[src/rtl/watchdog.sv]
`default_nettype none
// +----------------------------------------------------------------------------+
// | Module   : watchdog                                                        |
// | Purpose  : Memory-mapped watchdog slave on the picorv32 native bus. A      |
// |            prescaled down-counter must be kicked with the key sequence     |
// |            0xA5 then 0x5A written to KICK. The first expiry raises an      |
// |            early-warning interrupt; the second expiry pulses a reset       |
// |            request for RST_CYCLES clocks.                                  |
// | Ports    : clk, reset (async, active high)                                 |
// |            select/wstrb/addr/data_i -> ready/data_o  (bus slave)           |
// |            irq        level early-warning interrupt (warn & IRQ_EN)        |
// |            wdt_reset  reset request pulse toward reset_control            |
// | Map      : 0x0 CTRL {LOCK,IRQ_EN,EN}  0x4 RELOAD  0x8 KICK/STATUS         |
// |            0xC COUNT (read only)                                           |
// | Options  : define WDT_WINDOW_EN to reject kicks arriving in RUN while      |
// |            COUNT > RELOAD/2 (early kick -> key_err and immediate BITE).    |
// | Revision : 1.0  initial release                                            |
// +----------------------------------------------------------------------------+
module watchdog #(
  parameter int CNT_WIDTH  = 24,
  parameter int PRESCALE   = 1000,
  parameter int RST_CYCLES = 16
) (
  input  logic        clk,
  input  logic        reset,
  input  logic        select,
  input  logic [3:0]  wstrb,
  input  logic [3:0]  addr,
  input  logic [31:0] data_i,
  output logic        ready,
  output logic [31:0] data_o,
  output logic        irq,
  output logic        wdt_reset
);

  localparam int PW = (PRESCALE > 1) ? $clog2(PRESCALE) : 1;
  localparam int BW = (RST_CYCLES > 1) ? $clog2(RST_CYCLES) : 1;
  localparam logic [PW-1:0]        C_PRE_TOP  = PW'(PRESCALE - 1);
  localparam logic [BW-1:0]        C_BITE_TOP = BW'(RST_CYCLES - 1);
  localparam logic [CNT_WIDTH-1:0] C_CNT_ONE  = CNT_WIDTH'(1);
  localparam logic [31:0]          C_KEY1     = 32'h0000_00A5;
  localparam logic [31:0]          C_KEY2     = 32'h0000_005A;

  typedef enum logic [1:0] {ST_DISABLED, ST_RUN, ST_WARN, ST_BITE} wdt_state_t;
  typedef enum logic       {KEY_IDLE, KEY_GOT_A5}                   key_state_t;

  wdt_state_t           r_state, state_n;
  key_state_t           r_key, key_n;
  logic [2:0]           r_ctrl;
  logic [CNT_WIDTH-1:0] r_reload;
  logic [CNT_WIDTH-1:0] r_count, count_n;
  logic [PW-1:0]        r_pre, pre_n;
  logic [BW-1:0]        r_bite, bite_n;
  logic                 r_warn, warn_n;
  logic                 r_key_err, key_err_n;
  logic                 wdt_reset_n;

  logic                 w_access, w_write;
  logic                 w_ctrl_wr, w_reload_wr, w_kick_wr, w_kick;
  logic                 w_tick, w_early;
  logic [CNT_WIDTH-1:0] w_reload_eff;
  logic [31:0]          w_rdata;

  // A second edge with select still high only clears ready; it is not a new access.
  assign w_access     = select & ~ready;
  assign w_write      = w_access & (wstrb != 4'b0000);
  assign w_ctrl_wr    = w_write & (addr == 4'h0) & ~r_ctrl[2];
  assign w_reload_wr  = w_write & (addr == 4'h4) & ~r_ctrl[2];
  assign w_kick_wr    = w_write & (addr == 4'h8);
  assign w_kick       = w_kick_wr & (r_key == KEY_GOT_A5) & (data_i == C_KEY2);
  assign w_tick       = (r_pre == '0);
  assign w_reload_eff = (r_reload == '0) ? C_CNT_ONE : r_reload;

`ifdef WDT_WINDOW_EN
  assign w_early = (r_state == ST_RUN) && (r_count > (w_reload_eff >> 1));
`else
  assign w_early = 1'b0;
`endif

  always_comb begin
    w_rdata = '0;
    case (addr)
      4'h0:    w_rdata[2:0]           = r_ctrl;
      4'h4:    w_rdata[CNT_WIDTH-1:0] = r_reload;
      4'h8:    w_rdata[1:0]           = {r_key_err, r_warn};
      4'hC:    w_rdata[CNT_WIDTH-1:0] = r_count;
      default: w_rdata = '0;
    endcase
  end

  always_comb begin
    state_n     = r_state;
    key_n       = r_key;
    count_n     = r_count;
    pre_n       = r_pre;
    bite_n      = r_bite;
    warn_n      = r_warn;
    key_err_n   = r_key_err;
    wdt_reset_n = wdt_reset;

    // Key sequencer runs in every state; only KICK writes move it.
    if (w_kick_wr) begin
      if ((r_key == KEY_IDLE) && (data_i == C_KEY1)) begin
        key_n = KEY_GOT_A5;
      end else begin
        key_n = KEY_IDLE;
        if (!w_kick) key_err_n = 1'b1;
      end
    end

    case (r_state)
      ST_DISABLED: begin
        if (w_ctrl_wr && data_i[0] && !r_ctrl[0]) begin
          count_n = w_reload_eff;
          pre_n   = C_PRE_TOP;
          state_n = ST_RUN;
        end
      end

      ST_RUN, ST_WARN: begin
        // The prescaler keeps its cadence even when a tick is dropped.
        pre_n = w_tick ? C_PRE_TOP : r_pre - 1'b1;
        if (w_ctrl_wr) begin
          if (!data_i[0]) begin
            state_n = ST_DISABLED;
            warn_n  = 1'b0;
          end
        end else if (w_kick) begin
          if (w_early) begin
            key_err_n   = 1'b1;
            wdt_reset_n = 1'b1;
            bite_n      = C_BITE_TOP;
            state_n     = ST_BITE;
          end else begin
            count_n   = w_reload_eff;
            warn_n    = 1'b0;
            key_err_n = 1'b0;
            pre_n     = C_PRE_TOP;
            state_n   = ST_RUN;
          end
        end else if (w_tick) begin
          if (r_count <= C_CNT_ONE) begin
            if (r_state == ST_RUN) begin
              warn_n  = 1'b1;
              count_n = w_reload_eff;
              state_n = ST_WARN;
            end else begin
              wdt_reset_n = 1'b1;
              bite_n      = C_BITE_TOP;
              state_n     = ST_BITE;
            end
          end else begin
            count_n = r_count - 1'b1;
          end
        end
      end

      ST_BITE: begin
        if (r_bite == '0) begin
          wdt_reset_n = 1'b0;
          warn_n      = 1'b0;
          count_n     = w_reload_eff;
          pre_n       = C_PRE_TOP;
          // An EN=0 written during the bite takes effect once it completes.
          state_n     = r_ctrl[0] ? ST_RUN : ST_DISABLED;
        end else begin
          bite_n = r_bite - 1'b1;
        end
      end

      default: state_n = ST_DISABLED;
    endcase
  end

  always_ff @(posedge clk or posedge reset) begin
    if (reset) begin
      r_state   <= ST_DISABLED;
      r_key     <= KEY_IDLE;
      r_ctrl    <= '0;
      r_reload  <= '1;
      r_count   <= '1;
      r_pre     <= C_PRE_TOP;
      r_bite    <= '0;
      r_warn    <= 1'b0;
      r_key_err <= 1'b0;
      wdt_reset <= 1'b0;
      irq       <= 1'b0;
      ready     <= 1'b0;
      data_o    <= '0;
    end else begin
      r_state   <= state_n;
      r_key     <= key_n;
      r_count   <= count_n;
      r_pre     <= pre_n;
      r_bite    <= bite_n;
      r_warn    <= warn_n;
      r_key_err <= key_err_n;
      wdt_reset <= wdt_reset_n;
      irq       <= r_warn & r_ctrl[1];
      ready     <= w_access;
      data_o    <= (w_access && !w_write) ? w_rdata : 32'h0;
      if (w_ctrl_wr)   r_ctrl   <= data_i[2:0];
      if (w_reload_wr) r_reload <= data_i[CNT_WIDTH-1:0];
    end
  end

endmodule
`default_nettype wire

[config.mk]
export PLATFORM = sky130hd
export DESIGN_NAME = watchdog
export DESIGN_NICKNAME = d
export VERILOG_FILES = /design/src/rtl/watchdog.sv
export SDC_FILE = /design/constraint.sdc
export NUM_CORES = 1
export LEC_CHECK = 0
export ABC_AREA = 1
export BUFFER_PORTS_ARGS = -buffer_cell sky130_fd_sc_hd__buf_2
export CELL_PAD_IN_SITES_DETAIL_PLACEMENT = 0
export CELL_PAD_IN_SITES_GLOBAL_PLACEMENT = 1
export CORE_ASPECT_RATIO = 0.9
export CORE_MARGIN = 5
export CORE_UTILIZATION = 38
export DETAILED_ROUTE_END_ITERATION = 10
export HOLD_SLACK_MARGIN = 0.1
export PLACE_DENSITY = 0.85
export SLEW_MARGIN = 25
export SYNTH_ARGS = -nofsm -noshare
export SYNTH_HDL_FRONTEND = slang
export SYNTH_SLANG_ARGS = --single-unit
export TNS_END_PERCENT = 20
[constraint.sdc]
create_clock -name clk -period 2.5 [get_ports clk]
set_input_delay 0.25 -clock clk [delete_from_list [all_inputs] [get_ports clk]]
set_output_delay 0.25 -clock clk [all_outputs]
set_load 0.01 [all_outputs]
==> results of run 1 <==
[routing by layer]
layer	vias to the layer above	part of all wire, %	GRT usage (%)
li1	2604	-	-
met1	2293	49	23.3
met2	109	45	27.1
met3	17	4.8	4.13
met4	0	1.0	4.49
met5	-	0	0
[final timing paths]
| kind | start | end | slack, ns | depth (start not counted) |
|---|---|---|---|---|
| worst max register to register | r_count[0] | r_count[7] | 0.23 | 12 |
| worst max-delay path | r_count[0] | r_count[7] | 0.23 | 12 |
| min in group asynchronous | reset | ready | 0.58 | 4 |
| worst min register to register | r_pre[6] | r_pre[6] | 0.48 | 2 |
| worst min-delay path | data_i[21] | r_reload[21] | 0.12 | 3 |
| max in group asynchronous | reset | r_reload[13] | 1.50 | 4 |
[layout by cell type, fill, tap and decap left out, types with 5 or more instances in the layout]
master	count
nor2_2	7
dfstp_2	56
nand3_1	52
nor2_1	85
inv_1	85
xor2_1	9
a21oi_1	25
nor3_1	8
nand2_1	255
ha_1	10
or2_2	5
o21ai_1	8
nand2_2	5
buf_2	69
nand4_1	16
nor2_4	6
xnor2_1	6
clkbuf_16	9
dfrtp_1	41
conb_1	8
o21ai_0	53
buf_4	9
[flip-flops by register name, indices dropped and copies added (netlist names)]
register,flops
data_o,24
r_key,1
r_warn,1
r_count,24
r_state,2
r_pre,10
ready,1
r_ctrl,3
irq,1
r_key_err,1
r_bite,4
r_reload,24
wdt_reset,1
[what timing repair did]
item | CTS | global route
hold endpoints to repair | 41 | 0
setup endpoints to repair | 0 | 0
hold buffers | 1 | 0
[cell families (layout without fill, tap and decap cells)]
logic type      count (synthesis)  count (layout)  synth area share, %
other cells                     1               8               0.0657
buf+inv                       117             185                 8.73
simple gates                  447             447                 33.8
flops                          97              97                 43.8
compound gates                 96              96                 9.12
fa+ha+maj                      10              10                 2.19
xor+xnor                       15              15                 2.30
[power by group through the flow]
stage | clock network [uW] | logic (uW) | registers, uW
after floorplan | 0 | 80.2 | 1620
after global placement | 0 | 142 | 1620
after detailed placement | 0 | 142 | 1620
after CTS | 1530 | 144 | 1590
after global routing | 1580 | 163 | 1590
final | 1490 | 141 | 1590
[critical path: stages (launching register included)]
cell and delay [ns]:
dfstp_2 0.54, inv_1 0.09, ha_1 0.26, nand2_2 0.14, nor2_4 0.08, nor2_4 0.16
nor2_8 0.06, nor2_1 0.11, nand2_2 0.23, buf_4 0.25, o21ai_0 0.16, nand2_1 0.07
nand2_1 0.07
[final cells by class]
| cell class | instances | area [sq um] | area share (%) |
|---|---|---|---|
| well taps | 198 | 248 | 3.75 |
| clock inverters | 3 | 65.1 | 0.986 |
| clock buffers | 13 | 250 | 3.79 |
| repair buffers | 81 | 463 | 7.01 |
| multi-input cells | 576 | 2740 | 41.5 |
| flip-flops and latches | 97 | 2500 | 37.8 |
| inverters | 88 | 337 | 5.10 |
[Yosys cell counts (3+ instances only)]
cell type	count	share of area (%)
nand2_1	255	17
inv_1	86	5.7
nor2_1	86	5.7
dfstp_2	56	26
o21ai_0	53	4.6
nand3_1	52	4.6
dfrtp_1	41	18
a21oi_1	25	2.2
nand4_1	16	1.8
buf_4	10	1.3
ha_1	10	2.2
buf_2	9	0.79
clkbuf_1	9	0.59
xor2_1	9	1.4
nor3_1	8	0.70
o21ai_1	8	0.70
nor2_2	6	0.66
nor2_4	6	1.2
xnor2_1	6	0.92
nand2_2	5	0.55
or2_2	5	0.55
nand3_2	3	0.53
[metrics by stage]
step,cells,cell area (sq um),setup WS (ns),hold WS (ns)
final,1056,6600,0.231,0.124
after floorplan,790,5740,0.581,0.352
after detailed placement,1039,6270,0.233,0.442
after global routing,1056,6600,0.0597,0.130
after CTS,1056,6600,0.219,0.113
after global placement,1039,6270,0.302,0.442
==> results_dict.tcl, run 1 <==
set metrics [dict create \
    place.gp.congestion 0.835 \
    ir_worst_vdd_v 0.000354 \
    antenna_found_initial 0 \
    clockPowerShare_pct 46.3 \
    p_leak_uw 0.00317 \
    dp_hpwl_microns 10400 \
    drc 0 \
    slew_violations 0 \
    fp-row-count 42 \
    cts_buffers 9 \
    pwr-share-comb_pct 4.4 \
    pwr_density_cell_nw_per_um2 488 \
    routed_wl_microns 14400 \
    path_max_fanout 17 \
    finalSetupViolCount 0 \
    tritoncts "yes" \
    power.switching_uw 687 \
    dieWidth_microns 139 \
    track_usage_pct 17.0 \
    wire_per_inst_microns 13.6 \
    clk_latency_ns 0.35 \
    yosys_warnings 0 \
    fillers 1528 \
    die_h_microns 126 \
    path_class "reg -> reg" \
    seqPwrFrac_pct 49.3 \
    fmax_mhz 441 \
    grt_start_max_net_pins 98 \
    grt_pass1_vias 4880 \
    final_antenna_net_count 0 \
    ctsLongestPathBuffers 2 \
    syn_inst 783 \
    drt_iter0_drc 343 \
    cts.sinks 97 \
    netlist_area_sq_um 5710 \
    final_core_util_pct 44.9 \
    cts-root-buf "clkbuf_16" \
    antenna_cells 0 \
    yosysSeqAreaShare_pct 43.8 \
    internal_power_uw 2540 \
    grt_first_pass_wirelength_microns 24300 \
    core_sq_um 14700 \
    cts_max_level 3 \
    dr.pass1.iters 5 \
    synth-seq-cells 97 \
    synth_edf_count 0 \
    cap_violations 0 \
    gr-total-overflow 0 \
    syn_area_per_cell_sq_um 7.29 \
    outcome "finished, final reports clean" \
    finClkSkew_ns 0.00738 \
    cp-end-kind "flop" \
    period_share_pct 90.8 \
    startpoint_type "flop" \
    async_flop_share_pct 100 \
    post_cts_buffers 0 \
    vias 5023 \
    io_buffer_count 69 \
    nNetsFinal 906 \
    ys_types 39 \
    cts_resized 0 \
    relSlewSlack_pct 39.3 \
    finalSetupTns_ns 0 \
    syn_to_final_growth_pct 15.7 \
    period_needed_ns 2.27 \
    swShare_pct 21.3 \
    worst_pin_slew_ns 0.910 \
    hold_viol_final 0 \
    total_power_uw 3220 \
    crit_required_ns 2.80 \
    synth_flop_cell "dfstp_2" \
    drive_above_1_share_pct 21.2 \
    clk_pin_slew_worst_paths_ns 0.07 \
    min_path_type "in -> reg" \
    via_per_inst 4.76 \
    fp.dieArea_sq_um 17600 \
    worstPathArrival_ns 2.57 \
    io_pins 78 \
    initial_utilization_pct 38.8 \
    rsz0062_at_grt "false" \
]
Power figures use the tool's default switching activity.
==> run 2, diff against run 1 <==
Settings changed: CORE_ASPECT_RATIO 0.9 to 0.8, SKIP_CTS_REPAIR_TIMING set to 1.
==> results_dict.tcl, run 2 (synthesis results as in run 1) <==
set metrics [dict create \
    grt_first_pass_wirelength_microns 24300 \
    tritoncts "yes" \
    core_sq_um 14900 \
    cts-root-buf "clkbuf_16" \
    fp-row-count 40 \
    reg.largest.list "data_o x24, r_count x24, r_reload x24" \
    path_class "reg -> reg" \
    antenna_found_initial 0 \
    dp_hpwl_microns 10900 \
    final_cell_mix "nand2_1 (255), inv_1 (85), nor2_1 (85), buf_2 (69), dfstp_2 (56)" \
    io_buffer_count 69 \
    worstPathArrival_ns 2.48 \
    clk_latency_ns 0.35 \
    die_h_microns 120 \
    power.switching_uw 740 \
    pwr-share-comb_pct 4.7 \
    path_max_fanout 19 \
    grt_pass1_vias 4736 \
    period_needed_ns 2.19 \
    dr.pass1.iters 5 \
    finalSetupViolCount 0 \
    cts.sinks 97 \
    via_per_inst 4.80 \
    dp.cells 1035 \
    startpoint_type "flop" \
    hold_viol_final 0 \
    vias 5046 \
    nNetsFinal 911 \
    gr-total-overflow 0 \
    relSlewSlack_pct 38.8 \
    min_path_type "in -> reg" \
    cts_max_level 3 \
    crit_required_ns 2.79 \
    ctsLongestPathBuffers 2 \
    slew_violations 0 \
    pwr_density_cell_nw_per_um2 464 \
    drive_above_1_share_pct 22.0 \
    cp-end-kind "flop" \
    clk_pin_slew_worst_paths_ns 0.07 \
    swShare_pct 24.2 \
    io_pins 78 \
    drc 0 \
    syn_to_final_growth_pct 15.4 \
    cap_violations 0 \
    drt_iter0_drc 297 \
    place.gp.congestion 0.820 \
    dieWidth_microns 147 \
    seqPwrFrac_pct 52.0 \
    finalSetupTns_ns 0 \
    outcome "finished, final reports clean" \
    fmax_mhz 456 \
    p_leak_uw 0.00317 \
    grt_start_max_net_pins 49 \
    finClkSkew_ns 0.0114 \
    final_antenna_net_count 0 \
    rsz0062_at_grt "false" \
    antenna_cells 0 \
    wire_per_inst_microns 13.9 \
    clockPowerShare_pct 43.2 \
    fillers 1564 \
    fp.dieArea_sq_um 17600 \
    ir_worst_vdd_v 0.000297 \
    track_usage_pct 17.0 \
    final_common_cell "nand2_1" \
    period_share_pct 87.8 \
    cts_buffers 9 \
    internal_power_uw 2320 \
    fin_cells 1052 \
    routed_wl_microns 14600 \
    initial_utilization_pct 38.4 \
    worst_pin_slew_ns 0.917 \
]
run 2: cell count changes in the layout (fill, tap and decap cells not counted), moves of 2 or more:
cell / delta
bufinv_16: -2
clkbuf_1: -3
clkinvlp_4: +2
buf_4: +6
inv_6: +3
run 2: critical path, stage by stage (launching register included):
cell,delay [ns]
dfstp_2,0.54
inv_1,0.09
ha_1,0.26
nand2_2,0.14
nor2_4,0.07
nor2_4,0.16
nor2_8,0.06
nor2_1,0.16
nand2_4,0.18
buf_4,0.20
o21ai_0,0.14
nand2_1,0.06
o21ai_1,0.07
run 2: cell type report:
class                   instances  area [sq um]  area share [%]
inverters                      88           337            5.11
clock inverters                 7          51.3           0.779
flip-flops and latches         97          2500            37.9
well taps                     189           236            3.59
repair buffers                 86           488            7.41
multi-input cells             576          2750            41.8
clock buffers                   9           225            3.42
run 2: final timing paths:
check | start | end | slack, ns | depth (start not counted)
max | r_count[0] | r_count[8] | 0.31 | 12
min | data_i[9] | r_reload[9] | 0.12 | 3
max reg2reg | r_count[0] | r_count[8] | 0.31 | 12
min reg2reg | r_pre[6] | r_pre[6] | 0.48 | 2
max in group asynchronous | reset | r_reload[15] | 1.33 | 4
min in group asynchronous | reset | data_o[2] | 0.49 | 3
run 2: stage by stage:
stage / hold WS [ns] / setup slack (ns) / total power (uW) / utilization [%] / cell area, sq um
after floorplan: 0.352 / 0.581 / 1700 / - / 5740
after global placement: 0.333 / 0.291 / 1760 / 42.3 / 6290
after detailed placement: 0.334 / 0.251 / 1760 / 42.3 / 6290
after CTS: -0.0492 / 0.231 / 3090 / 44.2 / 6570
after global routing: 0.122 / 0.0408 / 3170 / 44.3 / 6590
final: 0.123 / 0.306 / 3060 / 44.3 / 6590
run 2: metal layers:
metal  part of all wire [%]  wire [microns]  global-route usage (%)  up-vias
li1                       -               -                       -     2604
met1                     50            7370                    25.3     2330
met2                     45            6510                    25.8      105
met3                    4.4             643                    3.70        7
met4                   0.70             102                    3.03        0
met5                      0               0                       0        -
run 2: power by group through the flow:
stage	clock [uW]	combinational, uW	sequential (uW)
after global placement	0	145	1620
final	1320	145	1590
after floorplan	0	80.2	1620
after global routing	1420	167	1590
after CTS	1350	147	1590
after detailed placement	0	146	1620
